**src/rtl/snpu_trng_harvester.sv**
```systemverilog
// Clocked, stallable, health-checked random word source built on external metastable latches.
// Optional von Neumann debiasing is built when SNPU_VN_DEBIAS_EN is defined.
module snpu_trng_harvester #(
  parameter int CHANNELS   = 16,
  parameter int WORD_W     = 8,
  parameter int SETTLE_CYC = 4,
  parameter int REP_LIMIT  = 31
) (
  input  logic                i_clk,
  input  logic                i_rst_n,
  input  logic                i_en,
  input  logic [CHANNELS-1:0] i_ent_in,
  output logic                o_src_gate,
  output logic [WORD_W-1:0]   o_rnd_data,
  output logic                o_rnd_valid,
  input  logic                i_rnd_ready,
  input  logic                i_clr_err,
  output logic                o_health_err
);
  localparam int CNT_W = $clog2(WORD_W + 1);
  localparam int SET_W = $clog2(SETTLE_CYC + 1);

  typedef enum logic [1:0] {IDLE, EXCITE, SETTLE, SAMPLE} state_t;

  state_t              r_state;
  logic [SET_W-1:0]    r_settle_cnt;
  logic [CHANNELS-1:0] r_sync1;
  logic [CHANNELS-1:0] r_sync2;
  logic [WORD_W-1:0]   r_shift;
  logic [CNT_W-1:0]    r_bit_cnt;
  logic [7:0]          r_rep_cnt;
  logic                r_last_bit;

  logic       w_raw_bit;
  logic       w_raw_valid;
  logic       w_full;
  logic       w_load;
  logic       w_rep_err;
  logic       w_accept;
  logic       w_acc_bit;
  logic [7:0] w_rep_next;

  always_ff @(posedge i_clk) begin
    if (!i_rst_n) begin
      r_sync1 <= '0;
      r_sync2 <= '0;
    end else begin
      r_sync1 <= i_ent_in;
      r_sync2 <= r_sync1;
    end
  end

  assign w_raw_bit   = ^r_sync2;
  assign w_raw_valid = (r_state == SAMPLE) && i_en;
  assign w_full      = (r_bit_cnt == CNT_W'(WORD_W));
  assign w_load      = w_full && (!o_rnd_valid || i_rnd_ready);

  always_comb begin
    w_rep_next = 8'd1;
    if ((r_rep_cnt != 8'd0) && (w_raw_bit == r_last_bit)) begin
      w_rep_next = r_rep_cnt + 8'd1;
    end
  end

  assign w_rep_err = w_raw_valid && (w_rep_next == 8'(REP_LIMIT));

`ifdef SNPU_VN_DEBIAS_EN
  logic r_pair_have;
  logic r_pair_first;

  // A pair is accepted only when its two raw bits differ; the first bit is the output.
  assign w_accept  = w_raw_valid && r_pair_have && (r_pair_first != w_raw_bit);
  assign w_acc_bit = r_pair_first;

  always_ff @(posedge i_clk) begin
    if (!i_rst_n || !i_en || w_rep_err) begin
      r_pair_have  <= 1'b0;
      r_pair_first <= 1'b0;
    end else if (w_raw_valid) begin
      r_pair_have  <= !r_pair_have;
      r_pair_first <= w_raw_bit;
    end
  end
`else
  assign w_accept  = w_raw_valid;
  assign w_acc_bit = w_raw_bit;
`endif

  always_ff @(posedge i_clk) begin
    if (!i_rst_n) begin
      r_rep_cnt  <= 8'd0;
      r_last_bit <= 1'b0;
    end else if (w_raw_valid) begin
      r_last_bit <= w_raw_bit;
      r_rep_cnt  <= (i_clr_err && !w_rep_err) ? 8'd0 : w_rep_next;
    end else if (i_clr_err || !i_en) begin
      r_rep_cnt <= 8'd0;
    end
  end

  // A health failure overrides everything, including a simultaneous clear request.
  always_ff @(posedge i_clk) begin
    if (!i_rst_n) begin
      r_shift      <= '0;
      r_bit_cnt    <= '0;
      o_rnd_data   <= '0;
      o_rnd_valid  <= 1'b0;
      o_health_err <= 1'b0;
    end else if (w_rep_err) begin
      r_shift      <= '0;
      r_bit_cnt    <= '0;
      o_rnd_valid  <= 1'b0;
      o_health_err <= 1'b1;
    end else begin
      if (i_clr_err) begin
        o_health_err <= 1'b0;
      end
      if (w_load) begin
        o_rnd_data  <= r_shift;
        o_rnd_valid <= 1'b1;
      end else if (o_rnd_valid && i_rnd_ready) begin
        o_rnd_valid <= 1'b0;
      end
      if (!i_en) begin
        r_shift   <= '0;
        r_bit_cnt <= '0;
      end else if (w_load) begin
        r_bit_cnt <= '0;
      end else if (w_accept) begin
        r_shift   <= (r_shift << 1) | WORD_W'(w_acc_bit);
        r_bit_cnt <= r_bit_cnt + CNT_W'(1);
      end
    end
  end

  // IDLE may start the next sample in the same cycle the full word is handed off.
  always_ff @(posedge i_clk) begin
    if (!i_rst_n) begin
      r_state      <= IDLE;
      r_settle_cnt <= '0;
      o_src_gate   <= 1'b1;
    end else if (!i_en) begin
      r_state      <= IDLE;
      r_settle_cnt <= '0;
      o_src_gate   <= 1'b1;
    end else begin
      case (r_state)
        IDLE: begin
          if (!o_health_err && (!w_full || w_load)) begin
            r_state    <= EXCITE;
            o_src_gate <= 1'b0;
          end
        end
        EXCITE: begin
          r_state      <= SETTLE;
          r_settle_cnt <= SET_W'(SETTLE_CYC - 1);
          o_src_gate   <= 1'b1;
        end
        SETTLE: begin
          if (r_settle_cnt == '0) begin
            r_state <= SAMPLE;
          end else begin
            r_settle_cnt <= r_settle_cnt - SET_W'(1);
          end
        end
        default: begin
          r_state <= IDLE;
        end
      endcase
    end
  end
endmodule

```
**config.mk**
```make
export PLATFORM = sky130hd
export DESIGN_NAME = snpu_trng_harvester
export DESIGN_NICKNAME = d
export VERILOG_FILES = /design/src/rtl/snpu_trng_harvester.sv
export SDC_FILE = /design/constraint.sdc
export NUM_CORES = 1
export LEC_CHECK = 0
export CAP_MARGIN = 20
export CORE_ASPECT_RATIO = 2
export CORE_MARGIN = 2
export CORE_UTILIZATION = 55
export DETAILED_ROUTE_END_ITERATION = 6
export GPL_TIMING_DRIVEN = 0
export PLACE_DENSITY = 0.78
export SLEW_MARGIN = 25
export SYNTH_ARGS = -nofsm -noshare
export SYNTH_HDL_FRONTEND = slang
export SYNTH_SLANG_ARGS = --single-unit
```
**constraint.sdc**
```tcl
create_clock -name i_clk -period 2.1 [get_ports i_clk]
set_input_delay 0.42 -clock i_clk [delete_from_list [all_inputs] [get_ports i_clk]]
set_output_delay 0.42 -clock i_clk [all_outputs]
set_load 0.01 [all_outputs]
```
Word-level counts from Yosys, hierarchy flattened
Index checks and enable logic that the tools add are counted.
Operators by class
  add/sub/neg operators: 3
  $mul: 0
  divide/modulo/power cells: 0
  order comparisons: 0
  equality and inequality tests: 9
  shift-type cells: 0
  muxes and demuxes: 15
  bitwise logic cells: 5
  reduce and logical (&&, ||, !) cells: 33
Operator list (number)
  two-way mux 8 bit: 4
  parity 16 bit: 1
  AND reduction 2 bit: 6
  nonzero test 2 bit: 5
  adder 8 x 1 -> 8 bit, second input constant: 1
  == test 8 x 5 -> 1 bit, second input constant: 1
  bitwise OR 8 x 1 -> 8 bit: 1
  nonzero test 8 bit: 1
  logical AND 1 bit: 7
  inequality test 2 bit, second input constant: 3
  one-hot mux 2 bit (3 select lines): 1
  one-hot mux 3 bit (2 select lines): 1
  zero test 1 bit: 5
  two-way mux 1 bit: 5
  adder 4 x 1 -> 4 bit, second input constant: 1
  == test 2 bit, second input constant: 2
  == test 4 bit, second input constant: 1
  two-way mux 2 bit: 2
  inverter 1 bit: 4
  OR reduction 4 bit: 1
  zero test 3 bit: 1
  logical OR 1 bit: 3
  two-way mux 3 bit: 1
  OR reduction 3 bit: 1
  6 further kinds: 6
Storage, ports and cells
  flip-flop bits (word level): 69
  bits in latches: 0
  memory bits (writable): 0
  ROM bits: 0
  input bits: 21
  output and inout bits: 11
  word-level logic and storage cells: 77
  memories kept: 0

Longest topological paths before layout
  depth in word-level cells: 10
  gate-level depth with buffers: 8
  mapped depth without buffers: 8

Worst setup path before layout
OpenSTA, ideal clock, no wires.
  path type: flip-flop to flip-flop
  start point: reg r_rep_cnt[2]
  end point: reg r_bit_cnt[1]
  library setup time: 131 ps
  arrival: 1830 ps
  data required time: 1969 ps
  slack: 139 ps
  cell stages (with the launch flop): 8
  buffers on the path: 1
  clock period less this slack: 1961 ps
  cell sequence: dfxtp_1 > and4_4 > nand2_2 > or4b_4 > a311oi_4 > a21o_2 > buf_6 > nor3_1
Between the ends
  cells in the longest elaborated chain, start to end: 6
  elaborated cells on any way between the ends: 7
  classes of those cells: 1 x add/sub; 1 x eq/ne; 1 x mux; 4 x reduce/logical
RTL lines
  start: declaration: line 31  | logic [7:0] r_rep_cnt;
  start signal: assignment: line 95  | r_rep_cnt <= (i_clr_err && !w_rep_err) ? 8'd0 : w_rep_next;
  branches (longest 2 deep; another with adder 8 x 1 -> 8 bit)
  two-way mux 8 bit (*): line 60  | if ((r_rep_cnt != 8'd0) && (w_raw_bit == r_last_bit)) begin
  == test 8 x 5 -> 1 bit (*): line 65  | assign w_rep_err = w_raw_valid && (w_rep_next == 8'(REP_LIMIT));
  logical AND 1 bit (*): line 65
  OR reduction 4 bit (no source line) (*)
  end signal: assignment: line 131  | r_bit_cnt <= r_bit_cnt + CNT_W'(1);
  end: declaration: line 30  | logic [CNT_W-1:0] r_bit_cnt;
Mark *: on every way between the ends.
A chain may end at the register's enable or synchronous reset.

Worst setup path in the final report
  start point: reg r_rep_cnt[0]
  end point: reg r_bit_cnt[3]
The elaborated chain is that of the path after synthesis.

==> flow_summary.toml <==
[setup_path]
crit_required_ps = 2320
path_cells = "and4_4 -> nand2_4 -> or4b_4 -> a311oi_4 -> a21o_2 -> buf_6 -> nor3_1"
slowest_stage = "or4b_4"
slowest_delay_ps = 490
cp_max_fo = 7
worstPathArrival_ps = 2310
cp-start-kind = "flip-flop"
worstSetupPathType = "flip-flop to flip-flop"
cp-end-kind = "flip-flop"

[global_route]
grtUsageTotal_pct = 20.4
antenna_found_initial = 0
grt_pass1_vias = 2184
grt_max_degree = 14
grt_remaining_overflow = 0
grt_pass1_wl_um = 9450

[placed_design]
dp_hpwl_um = 3940
placed_area_mm2 = 0.00331
port_buffers = 30
gp_congestion = 0.907

[clock_network]
clock_latency_ps = 350
cts_tree = "yes"
clock-sinks = 69
clockBufferDepth = 2
clk_root_buffer_cell = "clkbuf_8"
cts_hold_buf = 0
cts_buffers = 9
clk_pin_slew_ps = 80
h-tree-depth = 3

[route]
drtIter0Drc = 77
ant_nets = 0
wl_per_cell_um = 13.5
vias_per_cell = 5.34
drc_errors = 0
route.vias.total = 2188
routed_wl_um = 5550
drtPass1Iterations = 5

[timing]
max_clock_freq_ghz = 0.478
fin_hold_ws_ps = 395
clock_skew_ps = 7.09
setup_viol = 0
tightest_slew_ps = 418
finalWorstPathRequiredPeriod_ps = 2090
slew-limit-headroom_pct = 72.1
hold_violations = 0
rsz0062_at_grt = "true"
period_share_pct = 99.5
slew_viol_final = 0

[power_and_ir_drop]
vdd_drop_max_v = 0.000653
power.leakage_nw = 1.38
comb_power_share_pct = 10.1
pwr-share-seq_pct = 50.2
clkPwrFrac_pct = 39.7
p_sw_mw = 0.666
internal-power_mw = 2.02
powerDensity_mw_per_mm2 = 744
swShare_pct = 24.8

[job]
cap_violations = 0

[finish]
finalInstanceArea_mm2 = 0.00361
nets = 378
layout-drive-gt1-share_pct = 14.5
syn_to_final_growth_pct = 22.9
n_antenna_cell = 0

[hold_path]
hp-class = "primary input to flip-flop"

[synthesis]
ys_ff_latch = 69
yosys_warnings = 0
ys_types = 48
synthArstFlopShare_pct = 0
netlist_area_mm2 = 0.00294
synth_flop_cell = "dfxtp_1"
syn_nets = 329
synth_area_per_cell_um2 = 9.87
synthCells = 298
synth_edf_count = 0
yosysSeqAreaShare_pct = 47.0

[die]
die_w_um = 55.7
start_util_pct = 57.2
dieArea_mm2 = 0.00598
boundaryPins = 32
core_mm2 = 0.00514
rows = 37
die_y_um = 107

[status]
outcome = "completed"
==> cell type report <==
type                    instances  area (µm²)
plain buffers                  14         101
clock buffers                   9         124
clock inverters                 7        75.1
fillers                       402        1520
inverters                      10        37.5
multi-input cells             205        1450
flip-flops and latches         69        1400
well taps                      58        72.6
repair buffers                 38         360
==> final timing paths <==
check | start | to | slack, ps | depth (start not counted)
worst max register to register | r_rep_cnt[0]$_SDFFE_PN0P_ | r_bit_cnt[3]$_SDFFE_PP0P_ | 10 | 7
worst min register to register | r_sync1[9]$_SDFF_PN0_ | r_sync2[9]$_SDFF_PN0_ | 430 | 1
worst max-delay path | r_rep_cnt[0]$_SDFFE_PN0P_ | r_bit_cnt[3]$_SDFFE_PP0P_ | 10 | 7
worst min-delay path | i_rst_n | o_rnd_data[7]$_SDFFE_PN0P_ | 400 | 3
==> stage by stage <==
step / std cells / setup slack (ps) / util [%] / total power [mW] / TNS (ps)
final: 410 / 9.77 / 70.3 / 2.69 / 0
after global routing: 410 / -68.6 / 70.3 / 2.80 / -687
after CTS: 402 / 5.58 / 68.5 / 2.72 / 0
after detailed placement: 386 / -419 / 64.5 / 1.65 / -5700
after global placement: 386 / -428 / 64.5 / 1.65 / -5180
after floorplan: 298 / 139 / - / 1.57 / 0
==> synth_stat cells, types with 3 or more instances <==
library cell   n  area [µm²]
a21oi_1        9        45.0
a31oi_1        5        31.3
nor3_1         7        35.0
a21boi_0       3        22.5
buf_6          3        33.8
xor2_1         6        52.6
nand2_1       31         116
dfxtp_1       69        1380
inv_1         10        37.5
nor2_1        21        78.8
o21ai_0        3        15.0
nand2b_1       3        18.8
nand3_1        4        20.0
xnor2_1       14         123
buf_4          4        30.0
ha_1          10         125
clkbuf_1       4        15.0
and2_1        34         213
mux2i_1       19         190
nand4_1        5        31.3
==> power by group through the flow <==
stage,registers (mW),clock network (mW),logic [mW]
CTS,1.35,1.09,0.271
finish,1.35,1.07,0.272
floorplan,1.38,0,0.188
global placement,1.38,0,0.263
detailed placement,1.38,0,0.267
global route,1.35,1.15,0.301
==> cell families (layout without fill, tap and decap cells) <==
| logic type | after synthesis | after routing | synth area share (%) |
|---|---|---|---|
| XOR/XNOR | 22 | 22 | 7.32 |
| AND/OR/NAND/NOR | 118 | 118 | 21.3 |
| AO/OA/AOI/OAI | 35 | 35 | 8.76 |
| flip-flops | 69 | 69 | 47.0 |
| buffers and inverters | 24 | 78 | 4.55 |
| multiplexers | 20 | 20 | 6.85 |
| adder cells (fa/ha/maj) | 10 | 10 | 4.25 |
==> sequential cells by signal (all words and copies together), names as in the netlist <==
register	flops
o_health_err	1
r_state	2
o_rnd_valid	1
o_rnd_data	8
r_bit_cnt	4
o_src_gate	1
r_settle_cnt	3
r_shift	8
r_rep_cnt	8
r_sync2	16
r_sync1	16
r_last_bit	1
==> critical path, delay by kind of cell, from the launching register on <==
| family | cells | cell delay (ps) |
|---|---|---|
| DFF | 1 | 390 |
| buffers and inverters | 1 | 120 |
| AOI/OAI and AO/OA | 2 | 600 |
| and+or+nand+nor | 4 | 850 |
==> cells in the final DEF, fill, tap and decap left out, types with 9 or more instances in the layout <==
master and instances:
buf_4 11, nor2_1 21, inv_1 10, dfxtp_1 63
xnor2_1 14, clkbuf_8 9, ha_1 9, clkdlybuf4s50_1 30
and2_1 34, nand2_1 31, mux2i_1 19
==> what timing repair did <==
action / 4_1_cts / 5_1_grt
pin swaps: 1 / 3
cloned: 0 / 1
resized for setup: 6 / 13
endpoints found under the setup margin: 23 / 25
setup buffers: 0 / 7
==> per-layer routing <==
| metal | track usage, % | vias up | part of all wire, % |
|---|---|---|---|
| met4 | 12.4 | 0 | 2.6 |
| met2 | 35.5 | 52 | 54 |
| met1 | 21.2 | 1020 | 40 |
| met5 | 0 | - | 0 |
| met3 | 5.77 | 13 | 3.4 |
| li1 | - | 1103 | - |
Note: power is estimated with default switching activity, not from simulation.
